$ cat src/rtl/rvm_lsu_if.sv
// Data-memory bus between the load/store unit (master) and memory (slave).
// req/gnt handshake for the request phase, rvalid for the response phase.
interface rvm_lsu_if #(
    parameter int XLEN = 32
);
    logic            req;
    logic            gnt;
    logic            wen;
    logic [XLEN-1:0] addr;
    logic [3:0]      strb;
    logic [XLEN-1:0] wdata;
    logic            rvalid;
    logic [XLEN-1:0] rdata;
    logic            error;

    modport master (
        output req, wen, addr, strb, wdata,
        input  gnt, rvalid, rdata, error
    );

    modport slave (
        input  req, wen, addr, strb, wdata,
        output gnt, rvalid, rdata, error
    );
endinterface

$ cat src/rtl/rvm_lsu.sv
// Load/store unit: one memory access per control request. Checks alignment,
// runs the req/gnt/rvalid bus handshake, places store data on byte lanes and
// extracts/extends load data, then reports completion with a one-cycle pulse.
module rvm_lsu #(
    parameter int XLEN = 32
) (
    input  logic            clk,
    input  logic            resetn,
    input  logic            ctrl_req,
    input  logic            ctrl_we,
    input  logic [1:0]      ctrl_size,
    input  logic            ctrl_signed,
    input  logic [XLEN-1:0] ctrl_addr,
    input  logic [XLEN-1:0] ctrl_wdata,
    output logic            ctrl_busy,
    output logic            ctrl_done,
    output logic            ctrl_err,
    output logic [XLEN-1:0] ctrl_rdata,
    rvm_lsu_if.master       mem
);

    typedef enum logic [1:0] {IDLE, REQ, WAIT, DONE} state_t;

    state_t     state;
    logic       lat_we;
    logic [1:0] lat_size;
    logic       lat_signed;
    logic [1:0] lat_off;
    logic       accept;

    assign accept = (state == IDLE) && ctrl_req;

    // Size 11 is illegal; halves need an even address, words a 4-byte aligned one.
    function automatic logic misaligned(input logic [1:0] size, input logic [1:0] off);
        case (size)
            2'b00:   return 1'b0;
            2'b01:   return off[0];
            2'b10:   return off != 2'b00;
            default: return 1'b1;
        endcase
    endfunction

    function automatic logic [3:0] lane_strb(input logic [1:0] size, input logic [1:0] off);
        case (size)
            2'b00:   return 4'b0001 << off;
            2'b01:   return 4'b0011 << off;
            default: return 4'b1111;
        endcase
    endfunction

    // Replicating across lanes lets the strobes alone select the written bytes.
    function automatic logic [XLEN-1:0] lane_wdata(input logic [1:0] size, input logic [XLEN-1:0] wdata);
        case (size)
            2'b00:   return {4{wdata[7:0]}};
            2'b01:   return {2{wdata[15:0]}};
            default: return wdata;
        endcase
    endfunction

    function automatic logic [XLEN-1:0] load_extend(input logic [1:0] size, input logic sgn,
                                                    input logic [1:0] off, input logic [XLEN-1:0] rdata);
        logic [XLEN-1:0] sh;
        sh = rdata >> {off, 3'b000};
        case (size)
            2'b00:   return sgn ? {{(XLEN-8){sh[7]}}, sh[7:0]} : {{(XLEN-8){1'b0}}, sh[7:0]};
            2'b01:   return sgn ? {{(XLEN-16){sh[15]}}, sh[15:0]} : {{(XLEN-16){1'b0}}, sh[15:0]};
            default: return rdata;
        endcase
    endfunction

    // Hold the request attributes needed after the bus phase (load extraction).
    always_ff @(posedge clk) begin
        if (accept) begin
            lat_we     <= ctrl_we;
            lat_size   <= ctrl_size;
            lat_signed <= ctrl_signed;
            lat_off    <= ctrl_addr[1:0];
        end
    end

    // Access sequencer with all control and bus outputs registered.
    always_ff @(posedge clk or negedge resetn) begin
        if (!resetn) begin
            state      <= IDLE;
            ctrl_busy  <= 1'b0;
            ctrl_done  <= 1'b0;
            ctrl_err   <= 1'b0;
            ctrl_rdata <= '0;
            mem.req    <= 1'b0;
            mem.wen    <= 1'b0;
            mem.addr   <= '0;
            mem.strb   <= 4'b0000;
            mem.wdata  <= '0;
        end else begin
            ctrl_done <= 1'b0;
            ctrl_err  <= 1'b0;
            case (state)
                IDLE: begin
                    if (ctrl_req) begin
                        ctrl_busy <= 1'b1;
                        if (misaligned(ctrl_size, ctrl_addr[1:0])) begin
                            // Rejected without touching the bus.
                            state     <= DONE;
                            ctrl_done <= 1'b1;
                            ctrl_err  <= 1'b1;
                        end else begin
                            state      <= REQ;
                            ctrl_rdata <= '0;
                            mem.req    <= 1'b1;
                            mem.wen    <= ctrl_we;
                            mem.addr   <= {ctrl_addr[XLEN-1:2], 2'b00};
                            mem.strb   <= lane_strb(ctrl_size, ctrl_addr[1:0]);
                            mem.wdata  <= ctrl_we ? lane_wdata(ctrl_size, ctrl_wdata) : '0;
                        end
                    end
                end
                REQ: begin
                    // Bus outputs hold until the slave grants.
                    if (mem.gnt) begin
                        state     <= WAIT;
                        mem.req   <= 1'b0;
                        mem.wen   <= 1'b0;
                        mem.addr  <= '0;
                        mem.strb  <= 4'b0000;
                        mem.wdata <= '0;
                    end
                end
                WAIT: begin
                    if (mem.rvalid) begin
                        state     <= DONE;
                        ctrl_done <= 1'b1;
                        ctrl_err  <= mem.error;
                        if (!lat_we) begin
                            ctrl_rdata <= mem.error ? '0
                                        : load_extend(lat_size, lat_signed, lat_off, mem.rdata);
                        end
                    end
                end
                DONE: begin
                    state     <= IDLE;
                    ctrl_busy <= 1'b0;
                end
                default: state <= IDLE;
            endcase
        end
    end

endmodule

$ cat src/flat_wrapper.sv
// flat-port wrapper written by rule: the top's interface ports become plain ports
module rvm_lsu_flat 
#(
    parameter int XLEN = 32
)
  (clk, resetn, ctrl_req, ctrl_we, ctrl_size, ctrl_signed, ctrl_addr, ctrl_wdata, ctrl_busy, ctrl_done, ctrl_err, ctrl_rdata, mem_req, mem_wen, mem_addr, mem_strb, mem_wdata, mem_gnt, mem_rvalid, mem_rdata, mem_error);
  rvm_lsu_if #(.XLEN(XLEN)) mem_i ();
  input  logic clk;
  input  logic resetn;
  input  logic ctrl_req;
  input  logic ctrl_we;
  input  logic [1:0] ctrl_size;
  input  logic ctrl_signed;
  input  logic [XLEN-1:0] ctrl_addr;
  input  logic [XLEN-1:0] ctrl_wdata;
  output logic ctrl_busy;
  output logic ctrl_done;
  output logic ctrl_err;
  output logic [XLEN-1:0] ctrl_rdata;
  output wire logic [$bits(mem_i.req)-1:0] mem_req;
  output wire logic [$bits(mem_i.wen)-1:0] mem_wen;
  output wire logic [$bits(mem_i.addr)-1:0] mem_addr;
  output wire logic [$bits(mem_i.strb)-1:0] mem_strb;
  output wire logic [$bits(mem_i.wdata)-1:0] mem_wdata;
  input wire logic [$bits(mem_i.gnt)-1:0] mem_gnt;
  input wire logic [$bits(mem_i.rvalid)-1:0] mem_rvalid;
  input wire logic [$bits(mem_i.rdata)-1:0] mem_rdata;
  input wire logic [$bits(mem_i.error)-1:0] mem_error;
  assign mem_req = mem_i.req;
  assign mem_wen = mem_i.wen;
  assign mem_addr = mem_i.addr;
  assign mem_strb = mem_i.strb;
  assign mem_wdata = mem_i.wdata;
  assign mem_i.gnt = mem_gnt;
  assign mem_i.rvalid = mem_rvalid;
  assign mem_i.rdata = mem_rdata;
  assign mem_i.error = mem_error;
  rvm_lsu #(.XLEN(XLEN)) u_core (.clk(clk), .resetn(resetn), .ctrl_req(ctrl_req), .ctrl_we(ctrl_we), .ctrl_size(ctrl_size), .ctrl_signed(ctrl_signed), .ctrl_addr(ctrl_addr), .ctrl_wdata(ctrl_wdata), .ctrl_busy(ctrl_busy), .ctrl_done(ctrl_done), .ctrl_err(ctrl_err), .ctrl_rdata(ctrl_rdata), .mem(mem_i));
endmodule
$ cat config.mk
export PLATFORM = sky130hd
export DESIGN_NAME = rvm_lsu_flat
export DESIGN_NICKNAME = d
export VERILOG_FILES = /design/src/rtl/rvm_lsu_if.sv /design/src/rtl/rvm_lsu.sv /design/src/flat_wrapper.sv
export SDC_FILE = /design/constraint.sdc
export NUM_CORES = 1
export LEC_CHECK = 0
export ABC_AREA = 1
export CAP_MARGIN = 40
export CORE_ASPECT_RATIO = 0.7
export CORE_UTILIZATION = 45
export CTS_CLUSTER_DIAMETER = 80
export DETAILED_ROUTE_END_ITERATION = 12
export PLACE_DENSITY_LB_ADDON = 0.08
export SYNTH_ARGS = -nofsm -noshare
export SYNTH_HDL_FRONTEND = slang
export SYNTH_SLANG_ARGS = --single-unit
$ cat constraint.sdc
create_clock -name clk -period 2.03 [get_ports clk]
set_input_delay 0.609 -clock clk [delete_from_list [all_inputs] [get_ports clk]]
set_output_delay 0.609 -clock clk [all_outputs]
set_load 0.02 [all_outputs]
After elaboration in Yosys (flattened, before gate mapping)
Index checks and enable logic that the tools add are counted.
{ "op_classes": {"n_eq_ne": 11, "n_shift": 3, "mux": 46, "n_reduce_logical": 12} }
{ "op_table": {"columns": ["cell", "count"], "rows": [
  ["two-way mux 32 bit", 13],
  ["one-hot mux 32 bit (2 select lines)", 5],
  [">> shifter 32 x 5 -> 16 bit", 1],
  ["one-hot mux 4 bit (2 select lines)", 2],
  ["two-way mux 1 bit", 12],
  ["two-way mux 4 bit", 3],
  ["!= test 2 bit (second input constant)", 5],
  ["one-hot mux 1 bit (2 select lines)", 5],
  ["two-way mux 2 bit", 4],
  ["one-hot mux 2 bit (4 select lines)", 1],
  ["nonzero test 2 bit", 4],
  ["equality test 2 x 1 -> 1 bit (second input constant)", 3],
  ["equality test 2 bit (second input constant)", 3],
  ["logical NOT 2 bit", 3],
  ["AND reduction 5 bit", 1],
  ["AND reduction 4 bit", 1],
  ["<< shifter 1 x 2 -> 4 bit (first input constant)", 1],
  ["<< shifter 2 x 2 -> 4 bit (first input constant)", 1],
  ["one-hot mux 1 bit (3 select lines)", 1],
  ["AND reduction 3 bit", 1],
  ["AND reduction 2 bit", 1],
  ["logical AND 1 bit", 1]
]} }
{ "word_totals": {"register_bits": 113, "input_bits": 106, "out_inout_bits": 105} }

Logic depth before layout (Yosys ltp)
{ "logic_depth": {"depth_word": 7, "mapped_depth": 11, "depth_no_buf": 10} }

Worst setup path after synthesis
OpenSTA, ideal clock, no wires.
{ "synth_timing": {"path_kind": "flip-flop to flip-flop", "from": "reg u_core.state[0]", "to": "reg u_core.mem.addr[20]", "t_arrival_ns": 1.640, "required_time_ns": 1.965, "slack_ns": 0.325, "path_stages_with_launch": 11, "n_path_buf": 1, "cell_sequence": "dfrtp_1 inv_1 ha_1 nand2_1 inv_1 o21a_1 nand2_4 nor2_4 buf_2 nand2_1 nand2_1"} }
{ "synth_via": {"elab_chain_len": 3, "elab_cells_between_ends": 8, "cone_classes": "eq/ne: 4; mux: 1; reduce/logical: 3"} }
{ "synth_rtl": {"columns": ["item", "line_no", "rtl"], "rows": [
  ["from (decl)", "rvm_lsu.sv:24", "state_t state;"],
  ["from (signal assigned)", "rvm_lsu.sv:84", "state <= IDLE;"],
  ["from (signal assigned)", "rvm_lsu.sv:103", "state <= DONE;"],
  ["from (signal assigned)", "rvm_lsu.sv:107", "state <= REQ;"],
  ["equality test 2 x 1 -> 1 bit / logical NOT 2 bit (equally long branches)", "rvm_lsu.sv:97", "case (state)"],
  ["!= test 2 bit (no source line) / nonzero test 2 bit (equally long branches)", null, null],
  ["AND reduction 4 bit (no source line)", null, null],
  ["to (signal assigned)", "rvm_lsu.sv:111", "mem.addr <= {ctrl_addr[XLEN-1:2], 2'b00};"],
  ["to (decl)", "rvm_lsu_if.sv:17", "output req, wen, addr, strb, wdata,"]
]} }
Parallel ways exist; a longest one is shown, timed or not.
A chain may end at the register's enable or synchronous reset.

Worst setup path after layout
{ "layout_timing": {"from": "reg u_core.ctrl_rdata[23]", "to": "out ctrl_rdata[23]"} }
{ "layout_rtl": {"columns": ["item", "line_no", "rtl"], "rows": [
  ["from (decl)", "rvm_lsu.sv:18", "output logic [XLEN-1:0] ctrl_rdata,"],
  ["from (signal assigned)", "rvm_lsu.sv:134", "ctrl_rdata <= mem.error ? '0"],
  ["to (decl)", "flat_wrapper.sv:19", "output logic [XLEN-1:0] ctrl_rdata;"]
]} }
No word-level cell between the ends.

==> out/summary.md <==
* core utilization of the finished layout: 70.39%
* core region area: 11890 um2
* die width: 135.1 um
* number of vias per cell: 5.138
* number of fill cells: 926
* count of endpoints failing hold in the final timing report: 0
* overall die height: 95.18 um
* PD cells: 1438 nW/um2
* residual antenna-violating net count after detailed routing: 0
* remaining routing DRC violations: 0
* min Tclk post-route: 1.997 ns
* total number of placement rows: 33
* final WL: 17490 um
* max capacitance violation total: 0
* Clock Path Buffers: 2
* library cell with the highest instance count after synthesis: sky130_fd_sc_hd__nand2_1
* master cell of the clock root buffer: sky130_fd_sc_hd__clkbuf_16
* total instance count after detailed placement: 1091
* count of H-tree levels built during CTS: 3
* family with the most delay on the worst path: buffers and inverters
* first-pass GRT wire length: 27760 um
* class of the most critical setup path: reg -> out
* maximum fanout count along the critical path: 2
* number of library cell types mapped by synthesis: 34
* arrival time at the worst endpoint: 1.39 ns
* io pins: 211
* GPL Wtd Cong: 0.9293
* detailed-route wire length per cell: 15.80 um
* series of cell instances along the critical path: clkdlybuf4s50_1
* ys flop type: sky130_fd_sc_hd__dfrtp_1
* cell count after synthesis: 724
* most area-consuming cells after synthesis: sky130_fd_sc_hd__dfrtp_1 47%, sky130_fd_sc_hd__nand2_1 19%, sky130_fd_sc_hd__nand3_1 6.2%
* sequential-to-total area share from yosys stat: 50.30%
* Area Growth Syn to Fin: 49.97%
* vias in the first global route: 5437
* nets: 1056
* post-route non-filler standard cell count: 1107
* classification of the worst-slack hold path: in -> async
* initial core utilization: 46.94%
* delay of the slowest critical-path stage: 0.63 ns
* number of storage elements in the synthesis netlist: 111
* post-synthesis async set-or-reset flop share: 94.59%
* number of inserted diodes: 0
* DP HPWL: 13070 um
* initial antenna violation count: 0
* CTS sink count: 111
* setup clock skew after layout: 0.006133 ns
* share of the clock period used by the worst path after layout: 98.36%
* startpoint type of the worst setup path: flip-flop
* type of element capturing the critical path: output pin
* Port Buf Inserts: 208
* final-report setup violation count: 0
* number of buffers created by CTS: 9
* Die Area: 12860 um2
* total overflow reported by the global router: 0
* synthesized area per cell: 7.709 um2
* Worst Path Required: 1.42 ns
* ratio of cells with drive above 1 in the final layout: 9.158%
* leakage power figure: 4.094 nW
* Total Power Consumption: 12.04 mW
* clock-pin slew reported for the worst setup and hold paths after clock tree synthesis: 0.08 ns
* Synth Warn #: 0
* number of enable flip-flop cells after synthesis: 6
* Max Fclk: 500.8 MHz
* worst voltage drop across the vdd grid: 0.0008531 V
* unrepaired setup endpoints after global routing: no
* Post-Syn Area: 5582 um2
* status: finished clean
* Hold-fix buffers, CTS: 0
* pin count of the biggest net entering global routing: 45
* max-slew violation count: 0
* WP buf/inv: 1
* top cells by count, synth: 286 x sky130_fd_sc_hd__nand2_1, 105 x sky130_fd_sc_hd__dfrtp_1, 69 x sky130_fd_sc_hd__nand3_1
* largest area contributor in the netlist: sky130_fd_sc_hd__dfrtp_1
* slowest cell on the critical path: sky130_fd_sc_hd__clkdlybuf4s50_1
* total via count in the routed design: 5688
* total global routing track utilization: 28.07%
* Final Hold Slack: 0.1025 ns
* Skew-Pair Late Insertion Delay: 0.35 ns
* CTS tree: built
* DRC marker count from the first detailed-route iteration: 415
* router iterations before antenna repair: 5
* area share of the leading cell type in the synthesized netlist: 47.07%
-- stage by stage --
stage | worst slack [ns] | TNS (ns) | instance area (um2)
CTS | 0.04151 | 0 | 8338
global route | 0.0004809 | 0 | 8371
finish | 0.03332 | 0 | 8371
global placement | -0.2337 | -16.06 | 8035
floorplan | 0.3248 | 0 | 5585
detailed placement | -0.2523 | -18.23 | 8035
-- registers in the layout (all words and copies together), names as in the netlist, 2 cells and up --
name               flops
u_core.lat_off         2
u_core.mem.strb        4
u_core.mem.wdata      32
u_core.ctrl_rdata     32
u_core.mem.addr       30
u_core.lat_size        2
u_core.state           2
-- per-layer routing --
layer | global-route usage, % | routed length, um
met1 | 40.71 | 8274
met2 | 42.05 | 7475
met3 | 7.443 | 1569
met4 | 5.805 | 171
met5 | 0 | 0
-- placed cells by master, fill, tap and decap left out, drive strengths merged --
cell           Yosys  final
o211ai             1      1
bufinv             0      1
nor2              67     67
conb               1      2
or2                6      6
clkinv             0      1
clkbuf            10      9
o21ai             55     55
clkinvlp           0      1
o21a               1      1
o22ai              2      2
a31oi              1      1
dfrtp            105    105
nand2            299    299
nand3b             1      1
a21oi              6      6
nand4             11     11
nand3             70     70
dlymetal6s2s       0      1
clkdlybuf4s50      0    206
nor3               1      1
inv               40     43
edfxtp             6      6
ha                 4      4
o2111ai            8      8
buf               29     42
-- where the power goes --
group          internal [mW]  switching (mW)  total, mW
logic                   2.80            3.68       6.48
registers               3.14           0.555       3.70
clock network          0.977           0.885       1.86
total                   6.92            5.12       12.0
-- path summary, 6_finish.rpt --
path | start | end | slack (ns) | cells past startpoint
hold reg to reg | u_core.ctrl_rdata[18] | u_core.ctrl_rdata[18] | 0.48 | 2
setup / recovery | u_core.ctrl_rdata[23] | ctrl_rdata[23] | 0.03 | 1
setup reg to reg | u_core.state[1] | u_core.mem.addr[5] | 0.14 | 10
hold / removal | resetn | u_core.mem.wdata[5] | 0.10 | 1
max in group asynchronous | resetn | u_core.ctrl_rdata[10] | 1.30 | 2
min in group clk | u_core.ctrl_rdata[18] | u_core.ctrl_rdata[18] | 0.48 | 2
-- timing repair --
item | CTS | global route
endpoints found under the setup margin | 0 | 69
setup buffers | 0 | 1
gates resized for setup | 0 | 6
-- cell families (layout without fill, tap and decap cells) --
family | count (synthesis) | in the layout | synth area share [%]
buf+inv | 79 | 304 | 6.971
compound gates | 74 | 74 | 7.532
other cells | 1 | 2 | 0.06718
fa+ha+maj | 4 | 4 | 0.8967
simple gates | 455 | 455 | 34.23
flops | 111 | 111 | 50.30
-- cell type report --
class	instances	area, um2	area share [%]
clock buffers	9	225.2	2.691
clock inverters	6	77.57	0.9268
inverters	40	152.6	1.824
multi-input cells	535	2396	28.62
flip-flops and latches	111	2808	33.54
well taps	157	196.4	2.347
repair buffers	249	2515	30.04
No activity file was read; power rests on OpenSTA's default activity.
